`src/rtl/mem_block_mover.sv`:
```
// mem_block_mover
// Bus master for the multi-word memory block. Converts between a word-serial
// stream (one cell_width word per handshake) and the memory's blocks-wide line
// port.
//   Write (in_dir=0): packs in_word stream into a line, then one write strobe.
//   Read  (in_dir=1): one read strobe, capture the returned line one cycle
//                     later, then serialise it out as words.
// Ports:
//   in_clk, in_reset            clock, async active-low reset
//   in_start/in_dir/in_base_addr/in_lines   command (sampled only in IDLE)
//   out_busy, out_done          status (done is a one-cycle pulse)
//   in_word/in_word_valid/out_word_ready    write-stream sink
//   out_word/out_word_valid/in_word_ready   read-stream source
//   out_mem_*/in_mem_data       memory line port (all outputs registered)
module mem_block_mover #(
  parameter  int blocks     = 4,
  parameter  int cell_width = 32,
  parameter  int log_size   = 10,
  parameter  int cnt_width  = 8,
  localparam int width      = blocks * cell_width
) (
  input  logic                  in_clk,
  input  logic                  in_reset,
  input  logic                  in_start,
  input  logic                  in_dir,
  input  logic [log_size-1:0]   in_base_addr,
  input  logic [cnt_width-1:0]  in_lines,
  output logic                  out_busy,
  output logic                  out_done,
  input  logic [cell_width-1:0] in_word,
  input  logic                  in_word_valid,
  output logic                  out_word_ready,
  output logic [cell_width-1:0] out_word,
  output logic                  out_word_valid,
  input  logic                  in_word_ready,
  output logic [log_size-1:0]   out_mem_address,
  output logic [width-1:0]      out_mem_data,
  output logic                  out_mem_read_en,
  output logic                  out_mem_write_en,
  input  logic [width-1:0]      in_mem_data
);

  localparam int                  IW   = (blocks > 1) ? $clog2(blocks) : 1;
  localparam logic [IW-1:0]       LAST = IW'(blocks - 1);
  localparam logic [log_size-1:0] STEP = log_size'(blocks);

  // IDLE encodes as 0 so every state-decoded output is 0 in reset.
  typedef enum logic [2:0] {
    S_IDLE, S_FILL, S_WRITE, S_RD_REQ, S_RD_WAIT, S_DRAIN, S_DONE
  } state_e;

  state_e                state_q, state_d;
  logic [log_size-1:0]   addr_q, addr_d;
  logic [cnt_width-1:0]  lines_q, lines_d;
  logic [IW-1:0]         idx_q, idx_d;
  logic [width-1:0]      wbuf_q, wbuf_d;   // line being packed, drives memory data
  logic [width-1:0]      rbuf_q, rbuf_d;   // captured read line being drained
  logic [31:0]           word_off;

  assign word_off = 32'(idx_q) * 32'(cell_width);

  always_ff @(posedge in_clk or negedge in_reset) begin
    if (!in_reset) begin
      state_q <= S_IDLE;
      addr_q  <= '0;
      lines_q <= '0;
      idx_q   <= '0;
      wbuf_q  <= '0;
      rbuf_q  <= '0;
    end else begin
      state_q <= state_d;
      addr_q  <= addr_d;
      lines_q <= lines_d;
      idx_q   <= idx_d;
      wbuf_q  <= wbuf_d;
      rbuf_q  <= rbuf_d;
    end
  end

  // Direction is not kept in a separate register: after IDLE the state
  // itself (FILL/WRITE vs RD_REQ/RD_WAIT/DRAIN) carries it.
  always_comb begin
    state_d = state_q;
    addr_d  = addr_q;
    lines_d = lines_q;
    idx_d   = idx_q;
    wbuf_d  = wbuf_q;
    rbuf_d  = rbuf_q;
    case (state_q)
      S_IDLE: begin
        if (in_start) begin
          addr_d  = in_base_addr;
          lines_d = in_lines;
          idx_d   = '0;
          if (in_lines == '0) state_d = S_DONE;
          else                state_d = in_dir ? S_RD_REQ : S_FILL;
        end
      end
      S_FILL: begin
        if (in_word_valid) begin
          wbuf_d[word_off +: cell_width] = in_word;
          if (idx_q == LAST) begin
            idx_d   = '0;
            state_d = S_WRITE;
          end else begin
            idx_d = idx_q + IW'(1);
          end
        end
      end
      S_WRITE: begin
        addr_d  = addr_q + STEP;          // wraps modulo 2^log_size
        lines_d = lines_q - cnt_width'(1);
        state_d = (lines_q == cnt_width'(1)) ? S_DONE : S_FILL;
      end
      S_RD_REQ:  state_d = S_RD_WAIT;
      S_RD_WAIT: begin
        // memory output register holds the requested line in this cycle
        rbuf_d  = in_mem_data;
        state_d = S_DRAIN;
      end
      S_DRAIN: begin
        if (in_word_ready) begin
          if (idx_q == LAST) begin
            idx_d   = '0;
            addr_d  = addr_q + STEP;
            lines_d = lines_q - cnt_width'(1);
            state_d = (lines_q == cnt_width'(1)) ? S_DONE : S_RD_REQ;
          end else begin
            idx_d = idx_q + IW'(1);
          end
        end
      end
      S_DONE:  state_d = S_IDLE;
      default: state_d = S_IDLE;
    endcase
  end

  // All outputs decode registered state only, so they are glitch-free and
  // stable for the whole cycle.
  assign out_busy         = (state_q != S_IDLE);
  assign out_done         = (state_q == S_DONE);
  assign out_word_ready   = (state_q == S_FILL);
  assign out_word_valid   = (state_q == S_DRAIN);
  assign out_mem_write_en = (state_q == S_WRITE);
  assign out_mem_read_en  = (state_q == S_RD_REQ);
  assign out_mem_address  = addr_q;
  assign out_mem_data     = wbuf_q;
  assign out_word         = rbuf_q[word_off +: cell_width];

endmodule

```
`config.mk`:
```
export PLATFORM = sky130hd
export DESIGN_NAME = mem_block_mover
export DESIGN_NICKNAME = d
export VERILOG_FILES = /design/src/rtl/mem_block_mover.sv
export SDC_FILE = /design/constraint.sdc
export NUM_CORES = 1
export LEC_CHECK = 0
export CORE_UTILIZATION = 49
export CTS_BUF_LIST = sky130_fd_sc_hd__clkbuf_4
export CTS_CLUSTER_DIAMETER = 120
export DETAILED_ROUTE_END_ITERATION = 10
export HOLD_SLACK_MARGIN = 0.08
export PLACE_DENSITY = 0.83
export SLEW_MARGIN = 20
export SYNTH_ARGS = -nofsm -noshare
export SYNTH_HDL_FRONTEND = slang
export SYNTH_SLANG_ARGS = --single-unit
```
`constraint.sdc`:
```
create_clock -name in_clk -period 2.7 [get_ports in_clk]
set_input_delay 0.54 -clock in_clk [delete_from_list [all_inputs] [get_ports in_clk]]
set_output_delay 0.54 -clock in_clk [all_outputs]
set_load 0.02 [all_outputs]
```
After elaboration in Yosys (flattened, before gate mapping)
Cells that the tools add are included.
Storage, ports and cells
  output and inout bits: 176
  input port bits: 184
  register bits after elaboration: 279
  logic and storage cells: 59
Operators by class
  muxes and demuxes: 24
  reduce and logical (&&, ||, !) cells: 9
  eq/ne operators: 13
  $add $sub $neg: 4
  shift-type cells: 3
Operators with widths (number)
  128-bit bitwise mux: 1
  32-bit by 34-bit variable shift with 128-bit output, first input constant: 1
  128-bit by 8-bit indexed part select with 32-bit output: 1
  32-bit by 34-bit indexed part select with 128-bit output: 1
  7-bit negation with 34-bit output: 1
  10-bit 2-to-1 mux: 3
  10-bit one-hot mux with 3 select lines: 1
  3-bit 2-to-1 mux: 8
  8-bit 2-to-1 mux: 3
  8-bit one-hot mux with 3 select lines: 1
  3-bit one-hot mux with 6 select lines: 1
  10-bit by 3-bit adder with 10-bit output, second input constant: 1
  2-bit 2-to-1 mux: 5
  3-bit == test, second input constant: 3
  3-bit nonzero test: 3
  8-bit by 1-bit == test with 1-bit output, second input constant: 1
  8-bit logical NOT: 1
  4-bit AND reduction: 2
  8-bit by 1-bit subtractor with 8-bit output, second input constant: 1
  3-bit by 2-bit == test with 1-bit output, second input constant: 2
  2-bit by 1-bit != test with 1-bit output, second input constant: 3
  2-bit one-hot mux with 3 select lines: 1
  5-bit AND reduction: 1
  2-bit != test, second input constant: 2
  other kinds (5): 5

Logic depth before layout (Yosys ltp)
  depth after elaboration: 5
  depth in mapped cells: 8
  mapped depth without buffers: 6

Worst setup path before layout
OpenSTA, ideal clock, no wires.
  path kind: register -> register
  start: register idx_q[1]
  end: register wbuf_q[66] (netlist: out_mem_data[66])
  data arrival time: 2178 ps
  stages on the path, launching flop included: 9
  path slack: 440 ps
  data required time: 2617 ps
  cells stage by stage: dfrtp_1 > clkbuf_1 > clkbuf_1 > inv_1 > ha_1 > nor3b_2 > clkbuf_1 > nand2_1 > o21ai_0
Between the ends
  longest elaborated chain between the ends: 3
RTL lines
  start: declaration: RTL line 55  | logic [IW-1:0] idx_q, idx_d;
  start signal: assignment: RTL line 74  | idx_q <= idx_d;
  7-bit negation with 34-bit output (*): RTL line 101  | wbuf_d[word_off +: cell_width] = in_word;
  32-bit by 34-bit indexed part select with 128-bit output or 32-bit by 34-bit variable shift with 128-bit output (tied branches): RTL line 101
  128-bit bitwise mux (*): RTL line 101
  end signal: assignment: RTL line 75  | wbuf_q <= wbuf_d;
  end: declaration: RTL line 56  | logic [width-1:0] wbuf_q, wbuf_d;
Every way passes the cells marked *; elsewhere a longest branch is shown, timed or not.
A chain may end at the register's enable or synchronous reset.

Worst setup path after layout
  start: register state_q[2]
  end: output out_busy
Between the ends
  longest elaborated chain between the ends: 1
RTL lines
  start: declaration: RTL line 52  | state_e state_q, state_d;
  start signal: assignment: RTL line 71  | state_q <= state_d;
  3-bit nonzero test: RTL line 140  | assign out_busy = (state_q != S_IDLE);
  end: declaration: RTL line 28  | output logic out_busy,
No other way between the ends.

==> impl_results.md <==
* Placer congestion estimate at 0.8603
* Syn Nets at 1,248
* Hold Crit Class: in -> async
* GRT Total Usage at 27.99%
* Pins Over Slew Limit at 0
* FF-to-FF Start: idx_q[0]$_DFFE_PN0P_
* Area delta synth->final at 40.38%
* Finished Layout Cells at 1,816
* Post-Syn Area at 0.01219 mm²
* Synthesis Warnings at 0
* Post-detail-place hpwl at 24.15 mm
* Leak Pwr at 7.231 nW
* Commonest non-fill, non-tap cell in the layout: clkdlybuf4s50_1
* GRT overflow at 0
* Critical path launch point type: flop
* Die footprint at approximately 0.026 mm²
* Setup_tns at 0 ns
* Vias/cell at 5.409
* Vias in the first global route at 10,360
* CP Class: reg -> out
* Distinct cells, synth at 49
* RSZ-0062 raised after global routing: no
* Pre-antenna DRT Iters at 5
* CTS clk-pin slew, worst paths at about 0.060 ns
* Die Height at 159.7 µm
* Worst rel slew slack at 64.89%
* R2r setup slk at 0.44 ns
* FF-to-FF path depth at 9
* Final hold vios at 0
* Vias post-DR at 9,822
* DRC at 0
* CTS tree: yes
* I/O pin count at 360
* Design area at 0.01711 mm²
* H-Tree Depth at 3
* Initial Util at 49.97%
* Ys async rst share at 100.0%
* Clock buffer depth at 3
* Seq/Total Area, Yosys at 57.28%
* Routed WL at 34.46 mm
* Worst R2R End: out_mem_data[17]$_DFFE_PN0P_
* Tcrit/Tclk final at between 90 and 100%
* Power per cell area at 1080 mW/mm²
* Status: finished clean
* Number of clock sinks at 279
* Site Rows at 57
* Pre-CTS setup slack at 0.4312 ns
* Nets@finish at 1,644
* DRT iter0 DRCs at roughly 730
* Worst Max-Slew Pin Slew at 0.5259 ns
* CP required at approximately 2.2 ns
* Antenna violations before repair at 1
* Cells after DPL at 1,694
* First-pass GRT wire length at 55.78 mm
* Routed wire length per instance at 18.98 µm
* Synth Flop Type: dfrtp_1
* Layout cells sized above 1 at 23.34%
* Crit path max fanout at 18
* Routed Antenna Nets at 0
* Max Cap Viol at 0
* Most frequent cells in the layout: clkdlybuf4s50_1 (322), dfrtp_1 (276), nand2_1 (273)
* Core Box Area at 0.02439 mm²
* Min setup slack post-route at 0.1385 ns
* Clk_skew at 0.03672 ns
* Synthesized flop and latch total at 279
* Total Power at 18.49 mW
* CTS buffer count at 72
* Peak supply drop at 634.0 µV
* Final setup fails at 0
* Cell count after synthesis at approximately 1,100
* WP data arrival at 2.02 ns
* Crit. End Element: primary output
* EDFF count, synth at 0
* F_max at between 0.3 and 0.4 GHz
* Placed cell area at 0.01626 mm²
* Tmin final at 2.562 ns
* IO Port Bufs at 359
* Worst skew pair latency at 0.65 ns
* Root Buffer: clkbuf_4
* Post-Syn Area per Cell at 11.55 µm²
* Die width at 159.7 µm
* Largest net degree at the start of global routing at 65
[how the worst max path moves through the flow]
stage	start	cells past startpoint	end	slack [ns]
floorplan	idx_q[1]$_DFFE_PN0P_	8	out_mem_data[66]$_DFFE_PN0P_	0.44
global placement	idx_q[0]$_DFFE_PN0P_	3	out_word[23]	0.44
detailed placement	idx_q[0]$_DFFE_PN0P_	3	out_word[25]	0.43
CTS	idx_q[0]$_DFFE_PN0P_	4	out_word[24]	-0.009
global route	state_q[2]$_DFFE_PN0P_	3	out_busy	0.01
finish	state_q[2]$_DFFE_PN0P_	3	out_busy	0.14
[critical path: stages, from the launching register on]
cell and delay (ns):
dfrtp_2 0.53, nor2_1 0.10, nand2_1 0.14, clkdlybuf4s50_1 0.63
[metrics by stage]
step                hold slack (ns)  utilization, %
floorplan                    0.2444               -
global placement             0.4604           66.66
detailed placement           0.4694           66.66
CTS                          0.3869           70.45
global route                 0.4172           70.14
finish                       0.4444           70.14
[cell type report]
type | count | area, µm²
flip-flops and latches | 279 | 6985
inverters | 9 | 33.78
multi-input cells | 696 | 4823
repair buffers | 393 | 3969
clock buffers | 101 | 758.2
fillers | 1765 | 7282
well taps | 324 | 405.4
diodes | 1 | 2.502
clock inverters | 13 | 131.4
[where the power goes]
group	switching [mW]	leakage [nW]	total (mW)	internal, mW
clock	1.67	0.524	3.66	1.99
combinational	4.11	3.12	8.04	3.93
sequential	1.05	3.59	6.78	5.73
[cell usage after synthesis, drive strengths merged (2+ instances only)]
cell       n  area [µm²]
and3       2       12.51
o22ai      3       18.77
mux4      32       720.7
ha         9       112.6
mux2     128        1441
o21ai    149       745.7
o2bb2a     2       20.02
nor3b      4       50.05
nor4       2       18.77
dfrtp    279        6982
or4        3       22.52
nor3       8       45.04
a31oi      2       12.51
nand3      4       20.02
nand4      3       18.77
clkbuf    21       81.33
o2bb2ai    4       35.03
nand2    277        1050
inv        9       33.78
o22a       2       17.52
buf       50       300.3
mux2i      9       90.09
nor2b      3       18.77
a21oi     16       80.08
o211ai     3       22.52
nor2      12       45.04
a41oi      2       17.52
a22oi      3       22.52
[routing by layer]
metal	routed length (µm)	vias up	track usage, %	part of all wire (%)
li1	-	4490	-	-
met1	13180	4762	33.23	38
met2	16960	483	46.92	49
met3	3149	87	8.909	9.1
met4	1178	0	11.89	3.4
met5	0	-	0	0
[state kept, by name, indices dropped and copies added, names as in the netlist]
signal	flops
lines_q	8
rbuf_q	128
state_q	3
idx_q	2
out_mem_address	10
out_mem_data	128
[kinds of logic (layout without fill, tap and decap cells)]
family | Yosys count | count (layout) | share of synthesized area [%]
buf+inv | 80 | 516 | 3.408
compound gates | 193 | 193 | 8.726
mux | 169 | 169 | 18.48
fa+ha+maj | 9 | 9 | 0.9239
simple gates | 325 | 325 | 11.18
other cells | 0 | 1 | 0
flops | 279 | 279 | 57.28
[repair_timing]
| action | in CTS | in global routing |
|---|---|---|
| endpoints found under the setup margin | 38 | 18 |
| cloned | 1 | 0 |
| buffers inserted | 5 | 0 |
| hold endpoints to repair | 48 | 0 |
| resized for setup | 106 | 22 |
| hold buffers | 1 | 0 |
Power figures use the tool's default switching activity.
